===== src/rtl/serial_adder_pkg.sv =====
// -----------------------------------------------------------------------------
// serial_adder_pkg
// Shared definitions for the serial adder host: the controller state encoding
// and the frame-length rule that links the operand width to the number of
// bit-serial cycles.
//
// Optional feature macro: SERIAL_ADDER_CARRY_EN
//   defined   -> frames are WIDTH+1 bits long and the carry-out is reported
//   undefined -> frames are WIDTH bits long and the carry-out reads as 0
// -----------------------------------------------------------------------------
package serial_adder_pkg;

    // Controller states, encoded to match the documented 3-bit values.
    typedef enum logic [2:0] {
        IDLE  = 3'd0,
        CLR   = 3'd1,
        SHIFT = 3'd2,
        DRAIN = 3'd3,
        DONE  = 3'd4
    } state_e;

`ifdef SERIAL_ADDER_CARRY_EN
    localparam bit CARRY_EN = 1'b1;
`else
    localparam bit CARRY_EN = 1'b0;
`endif

    localparam int DEFAULT_WIDTH = 8;

    // One extra frame bit carries the zero-extension sum, which is the carry-out.
    function automatic int frameLen(input int width);
        return CARRY_EN ? width + 1 : width;
    endfunction

endpackage


===== src/rtl/serial_word_shifter.sv =====
// -----------------------------------------------------------------------------
// serial_word_shifter
// N-bit shift register with parallel load and right shift. New bits enter at
// the MSB and the LSB is presented as the serial output.
//
// Ports:
//   clk          rising-edge clock
//   reset        synchronous active-high reset, clears the register
//   load_i       load loadData_i (takes priority over shift_i)
//   loadData_i   parallel load value
//   shift_i      shift right by one, serialIn_i entering at bit N-1
//   serialIn_i   bit shifted in at the MSB
//   parallel_o   current register contents
//   serialOut_o  current LSB
// -----------------------------------------------------------------------------
module serial_word_shifter
    import serial_adder_pkg::*;
#(
    parameter int N = DEFAULT_WIDTH
) (
    input  logic         clk,
    input  logic         reset,
    input  logic         load_i,
    input  logic [N-1:0] loadData_i,
    input  logic         shift_i,
    input  logic         serialIn_i,
    output logic [N-1:0] parallel_o,
    output logic         serialOut_o
);

    logic [N-1:0] data_q;
    logic [N-1:0] data_d;

    // Next-state selection: a load wins over a shift, otherwise hold.
    always_comb begin
        data_d = data_q;
        if (load_i) begin
            data_d = loadData_i;
        end else if (shift_i) begin
            data_d = {serialIn_i, data_q[N-1:1]};
        end
    end

    // Register update with synchronous clear.
    always_ff @(posedge clk) begin
        if (reset) begin
            data_q <= '0;
        end else begin
            data_q <= data_d;
        end
    end

    assign parallel_o  = data_q;
    assign serialOut_o = data_q[0];

endmodule


===== src/rtl/serial_adder_host.sv =====
// -----------------------------------------------------------------------------
// serial_adder_host
// Word-level front end for a Moore bit-serial adder. Accepts an operand pair,
// clears the adder for one cycle, shifts the operands out LSB-first, collects
// the adder's one-cycle-delayed sum stream and presents the parallel result.
//
// Optional feature macro: SERIAL_ADDER_CARRY_EN (adds one frame bit so the
// carry-out is collected and reported on out_carry; otherwise out_carry = 0).
//
// Ports:
//   clk        rising-edge clock
//   reset      synchronous active-high reset
//   in_valid   operand pair valid          in_ready   accepting (IDLE only)
//   in_a/in_b  WIDTH-bit operands
//   ser_a/b    serial operand bits to the adder
//   ser_clr    one-cycle synchronous clear to the adder
//   ser_sum    adder sum bit (one cycle behind ser_a/ser_b)
//   out_valid  result valid (DONE only)   out_ready  result accepted
//   out_sum    (in_a + in_b) mod 2^WIDTH  out_carry  carry-out
// -----------------------------------------------------------------------------
module serial_adder_host
    import serial_adder_pkg::*;
#(
    parameter int WIDTH = DEFAULT_WIDTH
) (
    input  logic             clk,
    input  logic             reset,
    input  logic             in_valid,
    output logic             in_ready,
    input  logic [WIDTH-1:0] in_a,
    input  logic [WIDTH-1:0] in_b,
    output logic             ser_a,
    output logic             ser_b,
    output logic             ser_clr,
    input  logic             ser_sum,
    output logic             out_valid,
    input  logic             out_ready,
    output logic [WIDTH-1:0] out_sum,
    output logic             out_carry
);

    localparam int N     = frameLen(WIDTH);
    localparam int CNT_W = $clog2(N);

    state_e           state_q;
    state_e           state_d;
    logic [CNT_W-1:0] count_q;
    logic [CNT_W-1:0] count_d;

    logic         accept;
    logic         lastShift;
    logic         shifting;
    logic         capture;
    logic         opABit;
    logic         opBBit;
    logic [N-1:0] result;
    logic [N-1:0] opAWord;
    logic [N-1:0] opBWord;
    logic         resultTap;
    logic         unusedTaps;

    assign accept    = (state_q == IDLE) && in_valid;
    assign shifting  = (state_q == SHIFT);
    assign lastShift = (count_q == CNT_W'(N - 1));

    // The adder answers one cycle late, so the first SHIFT cycle has nothing
    // to collect yet and DRAIN picks up the bit from the last SHIFT cycle.
    assign capture = (shifting && (count_q != '0)) || (state_q == DRAIN);

    // State and bit-counter registers.
    always_ff @(posedge clk) begin
        if (reset) begin
            state_q <= IDLE;
            count_q <= '0;
        end else begin
            state_q <= state_d;
            count_q <= count_d;
        end
    end

    // Next-state logic: the counter tracks which SHIFT cycle is on the wire.
    always_comb begin
        state_d = state_q;
        count_d = count_q;
        unique case (state_q)
            IDLE: begin
                if (in_valid) begin
                    state_d = CLR;
                    count_d = '0;
                end
            end
            CLR: begin
                state_d = SHIFT;
            end
            SHIFT: begin
                count_d = count_q + CNT_W'(1);
                if (lastShift) begin
                    state_d = DRAIN;
                end
            end
            DRAIN: begin
                state_d = DONE;
            end
            DONE: begin
                if (out_ready) begin
                    state_d = IDLE;
                end
            end
            default: begin
                state_d = IDLE;
            end
        endcase
    end

    // Outputs are decoded purely from registered state so nothing on the
    // serial side depends combinationally on the word-side inputs.
    always_comb begin
        in_ready  = 1'b0;
        out_valid = 1'b0;
        ser_clr   = 1'b0;
        ser_a     = 1'b0;
        ser_b     = 1'b0;
        unique case (state_q)
            IDLE:  in_ready  = 1'b1;
            CLR:   ser_clr   = 1'b1;
            SHIFT: begin
                ser_a = opABit;
                ser_b = opBBit;
            end
            DONE:  out_valid = 1'b1;
            default: begin
            end
        endcase
    end

    // Operand registers: zero-extended to the frame length on accept so the
    // extra frame bit (when present) adds the two zero MSBs plus the carry.
    serial_word_shifter #(.N(N)) opAShifter (
        .clk         (clk),
        .reset       (reset),
        .load_i      (accept),
        .loadData_i  (N'(in_a)),
        .shift_i     (shifting),
        .serialIn_i  (1'b0),
        .parallel_o  (opAWord),
        .serialOut_o (opABit)
    );

    serial_word_shifter #(.N(N)) opBShifter (
        .clk         (clk),
        .reset       (reset),
        .load_i      (accept),
        .loadData_i  (N'(in_b)),
        .shift_i     (shifting),
        .serialIn_i  (1'b0),
        .parallel_o  (opBWord),
        .serialOut_o (opBBit)
    );

    // Result register: cleared on accept, then N captured bits walk down from
    // the MSB so sum bit i ends up at position i.
    serial_word_shifter #(.N(N)) resultShifter (
        .clk         (clk),
        .reset       (reset),
        .load_i      (accept),
        .loadData_i  ('0),
        .shift_i     (capture),
        .serialIn_i  (ser_sum),
        .parallel_o  (result),
        .serialOut_o (resultTap)
    );

    // Parallel views of the operand registers and the result's serial tap
    // have no consumer in this block.
    assign unusedTaps = ^{opAWord, opBWord, resultTap};

    assign out_sum = result[WIDTH-1:0];

`ifdef SERIAL_ADDER_CARRY_EN
    assign out_carry = result[N-1];
`else
    assign out_carry = 1'b0;
`endif

endmodule


===== config.mk =====
export PLATFORM = sky130hd
export DESIGN_NAME = serial_adder_host
export DESIGN_NICKNAME = d
export VERILOG_FILES = /design/src/rtl/serial_adder_pkg.sv /design/src/rtl/serial_word_shifter.sv /design/src/rtl/serial_adder_host.sv
export SDC_FILE = /design/constraint.sdc
export NUM_CORES = 1
export LEC_CHECK = 0
export ABC_CLOCK_PERIOD_IN_PS = 1500
export CAP_MARGIN = 20
export CORE_ASPECT_RATIO = 1.5
export CORE_UTILIZATION = 30
export CTS_BUF_LIST = sky130_fd_sc_hd__clkbuf_8
export DETAILED_ROUTE_END_ITERATION = 12
export HOLD_SLACK_MARGIN = 0.12
export SLEW_MARGIN = 0
export SYNTH_ARGS = -nofsm -noshare
export SYNTH_HDL_FRONTEND = slang
export SYNTH_HIERARCHICAL = 1
export SYNTH_SLANG_ARGS = --single-unit

===== constraint.sdc =====
create_clock -name clk -period 1.5 [get_ports clk]
set_input_delay 0.3 -clock clk [delete_from_list [all_inputs] [get_ports clk]]
set_output_delay 0.3 -clock clk [all_outputs]
set_load 0.02 [all_outputs]

# --- Word-level counts from Yosys, hierarchy flattened ---
# Index checks and enable logic that the tools add are counted.
totals:
  reg_bits: 30
  latchBits: 0
  mem_bits_rw: 0
  romBits: 0
  inputBits: 21
  output_inout_bits: 14
  wordCells: 39
  mem_count: 0
classes:
  n_addsub: 1
  multipliers: 0
  n_div: 0
  magnitude_cmp: 0
  eq_ne: 8
  n_shift: 0
  n_mux: 15
  bitwise_logic: 0
  reduce_logical: 10
ops:
  columns: ["op", "n"]
  rows:
  - ["two-way mux 8 bit", 4]
  - ["one-hot mux 3 bit (5 select lines)", 1]
  - ["two-way mux 3 bit", 4]
  - ["equality test 3 x 2 -> 1 bit, second input constant", 2]
  - ["equality test 3 bit, second input constant", 2]
  - ["!= test 2 bit, second input constant", 3]
  - ["one-hot mux 3 bit (2 select lines)", 1]
  - ["two-way mux 1 bit", 5]
  - ["nonzero test 2 bit", 2]
  - ["adder 3 x 1 -> 3 bit, second input constant", 1]
  - ["equality test 3 x 1 -> 1 bit, second input constant", 1]
  - ["zero test 3 bit", 1]
  - ["AND reduction 3 bit", 1]
  - ["nonzero test 3 bit", 1]
  - ["logical AND 1 bit", 2]
  - ["AND reduction 2 bit", 1]
  - ["OR reduction 2 bit", 1]
  - ["logical OR 1 bit", 1]

# --- Logic depth before layout (Yosys ltp) ---
depth:
  depth_word: 3
  mapped_depth: 6
  ltp_nobuf: 5

# --- By module ---
# Netlist, hierarchy kept.
by_module_without_submodules:
  columns: ["module", "instances", "cells_per_inst", "area_each_um2", "seq_area_each_um2"]
  rows:
  - ["serial_word_shifter", 3, 36, 376.6, 160.2]
  - ["serial_adder_host", 1, 45, 390.4, 120.1]

# --- Least setup slack after synthesis ---
# No wires, ideal clock.
synth_timing:
  path_kind: "flip-flop to flip-flop"
  from: "register state_q[0]"
  to: "register opAShifter.data_q[0], in the netlist opAShifter/parallel_o[0]"
  setup_time_ps: 86
  t_arrival_ps: 1923
  required_ps: 1414
  path_slack_ps: -508
  path_stages_with_launch: 6
  n_path_buf: 1
  period_less_slack_ps: 2008
  cell_sequence: "dfxtp_1 -> buf_2 -> nor3_1 -> and2_1 -> inv_2 -> a211oi_1"
synth_via:
  elab_chain_len: 3
  word_cells_on_any_way: 5
  cone_classes: "1 x eq/ne; 1 x mux; 3 x reduce/logical"
synth_rtl:
  columns: ["element", "line", "rtl"]
  rows:
  - ["start: declaration", "serial_adder_host.sv:45", "state_e state_q;"]
  - ["start signal: assignment", "serial_adder_host.sv:76", "state_q <= state_d;"]
  - ["zero test 3 bit *", "serial_adder_host.sv:62", "assign accept = (state_q == IDLE) && in_valid;"]
  - ["logical AND 1 bit *", "serial_adder_host.sv:62", null]
  - ["net accept", "serial_adder_host.sv:50", "logic accept;"]
  - ["two-way mux 8 bit / nonzero test 2 bit (equally long branches)", null, null]
  - ["end signal: assignment", "serial_word_shifter.sv:49", "data_q <= data_d;"]
  - ["end: declaration", "serial_word_shifter.sv:31", "logic [N-1:0] data_q;"]
# The timed path passes the listed nets; every way through them passes the cells marked *.
# A chain may end at the register's enable or synchronous reset.

# --- Final worst setup path ---
layout_timing:
  from: "register state_q[2]"
  to: "output port ser_a"
layout_via:
  elab_chain_len: 2
layout_rtl:
  columns: ["element", "line", "rtl"]
  rows:
  - ["equality test 3 x 2 -> 1 bit", null, null]
  - ["net shifting", "serial_adder_host.sv:52", "logic shifting;"]
  - ["two-way mux 1 bit", "serial_adder_host.sv:123", "unique case (state_q)"]
  - ["end: declaration", "serial_adder_host.sv:32", "output logic ser_a,"]
# The timed path passes the listed nets, and every way through them passes these cells.

==> metrics.cfg <==
[worst_hold_path]
worstHoldStart=count_q[1]$_SDFFE_PP0P_
min_path_cells=2
whs_endpoint=count_q[1]$_SDFFE_PP0P_
min_path_type=reg -> reg

[cells_and_area]
multiInputGateArea_sq_um=994.7
final_cell_mix=dfxtp_1 (28), mux2i_1 (22), nor2b_1 (21)
register_area_sq_um=605.6
final_cells=273
nNetsFinal=230
areaGrowthSynthToFinish_pct=48.88
drive_gt1_share_pct=30.92
fillers=495
final_common_cell=dfxtp_1
n_antenna_cell=0

[clock_tree]
clockRootBuffer=clkbuf_8
cts.sinks=30
cts_buffers=5
htree_levels=2
insertion_delay_ns=0.27
cts_tree=yes
clkTransAtPathRegs_ns=0.06
cts_buffer_depth=2
cts-hold-fix-buffers=0

[placement]
gp_congestion=0.7381
dpl.hpwl_mm=2.154
dp.cells=262
portBuffers=33

[sta]
rsz0062_at_grt=true
fin_crit_ns=1.464
fin_setup_tns_ns=0
slew_viol_final=0
finClkSkew_ns=0.005345
hold_viol_final=0
clock.fmax_ghz=0.6830
finalSetupViolations=0
period_share_pct=97.61

[grt]
grtUsageTotal_pct=14.48
gr-total-overflow=0
antenna_found_initial=0
grt_pass1_vias=1229
grt_pass1_wl_mm=5.623
grt_max_degree=20

[run_status]
status=complete, no violations

[run]
maxCapViolCount=0

[route]
first_pass_iters=4
postRouteAntennaNets=0
wl_per_cell_um=12.44
drt_iter0_markers=17
via_per_inst=4.553
vias=1243
drt-total-wl_mm=3.397
drc=0

[worst_setup_path]
critPathLaunchType=register
rr_startpoint=state_q[2]$_SDFFE_PP0P_
rrSetupSlack_ns=0.05
critical_path_required_ns=1.20
rr_worst_depth=7
reg2reg_to=resultShifter/parallel_o[3]$_SDFFE_PP0P_
arrival_ns=1.16
path_max_fanout=4
path_class=reg -> out
end_kind=primary output

[pwr]
vdd_drop_max_uv=503.8
p_per_area_mw_per_mm2=1055
p_leak_nw=0.8382

[floorplan]
placementRows=31
initial_utilization_pct=31.30
die_area_sq_mm=0.005310
die_y_um=88.75
fp.dieW_um=59.84
io_pins=35
fp.coreArea_sq_mm=0.004810

[synth]
synth_cells=151
synth_area_sq_mm=0.001505
yosysWarnings=6
avgSynthCellArea_sq_um=9.968

-- metrics by stage --
step	util (%)	setup WS, ns	power (W)	hold slack (ns)	instance area [sq um]
2_1_floorplan	-	0.03402	0.001391	0.3646	1556
3_3_place_gp	41.68	-0.1682	0.001635	0.4844	2004
3_5_place_dp	41.68	-0.1599	0.001637	0.4919	2004
4_1_cts	44.07	-0.001313	0.002314	0.5003	2120
5_1_grt	46.59	-0.03973	0.002502	0.5297	2241
6_report	46.59	0.03588	0.002363	0.4971	2241
-- routing by layer --
layer  up-vias  track usage [%]  part of all wire, %  routed length (um)
li1        642                -                    -                   -
met1       572            16.09                   40                1372
met2        23            25.35                   55                1859
met3         6            2.193                  2.5                  85
met4         0            8.668                  2.4                  80
met5         -                0                    0                   0
-- flip-flops by register name, indices dropped and copies added, names as in the netlist --
name and flops:
state_q 3, opBShifter/parallel_o 8, opAShifter/parallel_o 8, count_q 3, resultShifter/parallel_o 8
-- final cells by class --
class                   instances  area share [%]
clock buffers                   6           3.685
clock inverters                 2          0.3908
inverters                       5           1.173
multi-input cells             117           44.39
flip-flops and latches         30           27.02
well taps                      66           3.685
repair buffers                 47           19.65
-- timing repair --
| action | CTS | global route |
|---|---|---|
| gates cloned | 2 | 0 |
| gates resized for setup | 39 | 33 |
| buffers inserted | 2 | 0 |
| setup endpoints to repair | 38 | 28 |
| pin swaps | 4 | 7 |
-- report_power, final --
group | switching [W] | internal [W]
sequential | 0.0000687 | 0.000905
clock | 0.000291 | 0.000363
combinational | 0.000361 | 0.000374
total | 0.000722 | 0.00164
-- critical path: stages, from the launching register on --
cell	delay, ns
dfxtp_4	0.36
nor3b_4	0.23
and2_4	0.19
buf_6	0.11
-- worst max path at each step --
stage	startpoint	endpoint	cells after the start
3_3_place_gp	state_q[2]$_SDFFE_PP0P_	ser_a	3
6_report	state_q[2]$_SDFFE_PP0P_	ser_a	3
2_1_floorplan	state_q[0]$_SDFFE_PP0P_	ser_clr	2
5_1_grt	state_q[2]$_SDFFE_PP0P_	ser_a	3
3_5_place_dp	state_q[2]$_SDFFE_PP0P_	ser_b	3
4_1_cts	state_q[2]$_SDFFE_PP0P_	ser_a	3
Note: power is estimated with default switching activity, not from simulation.
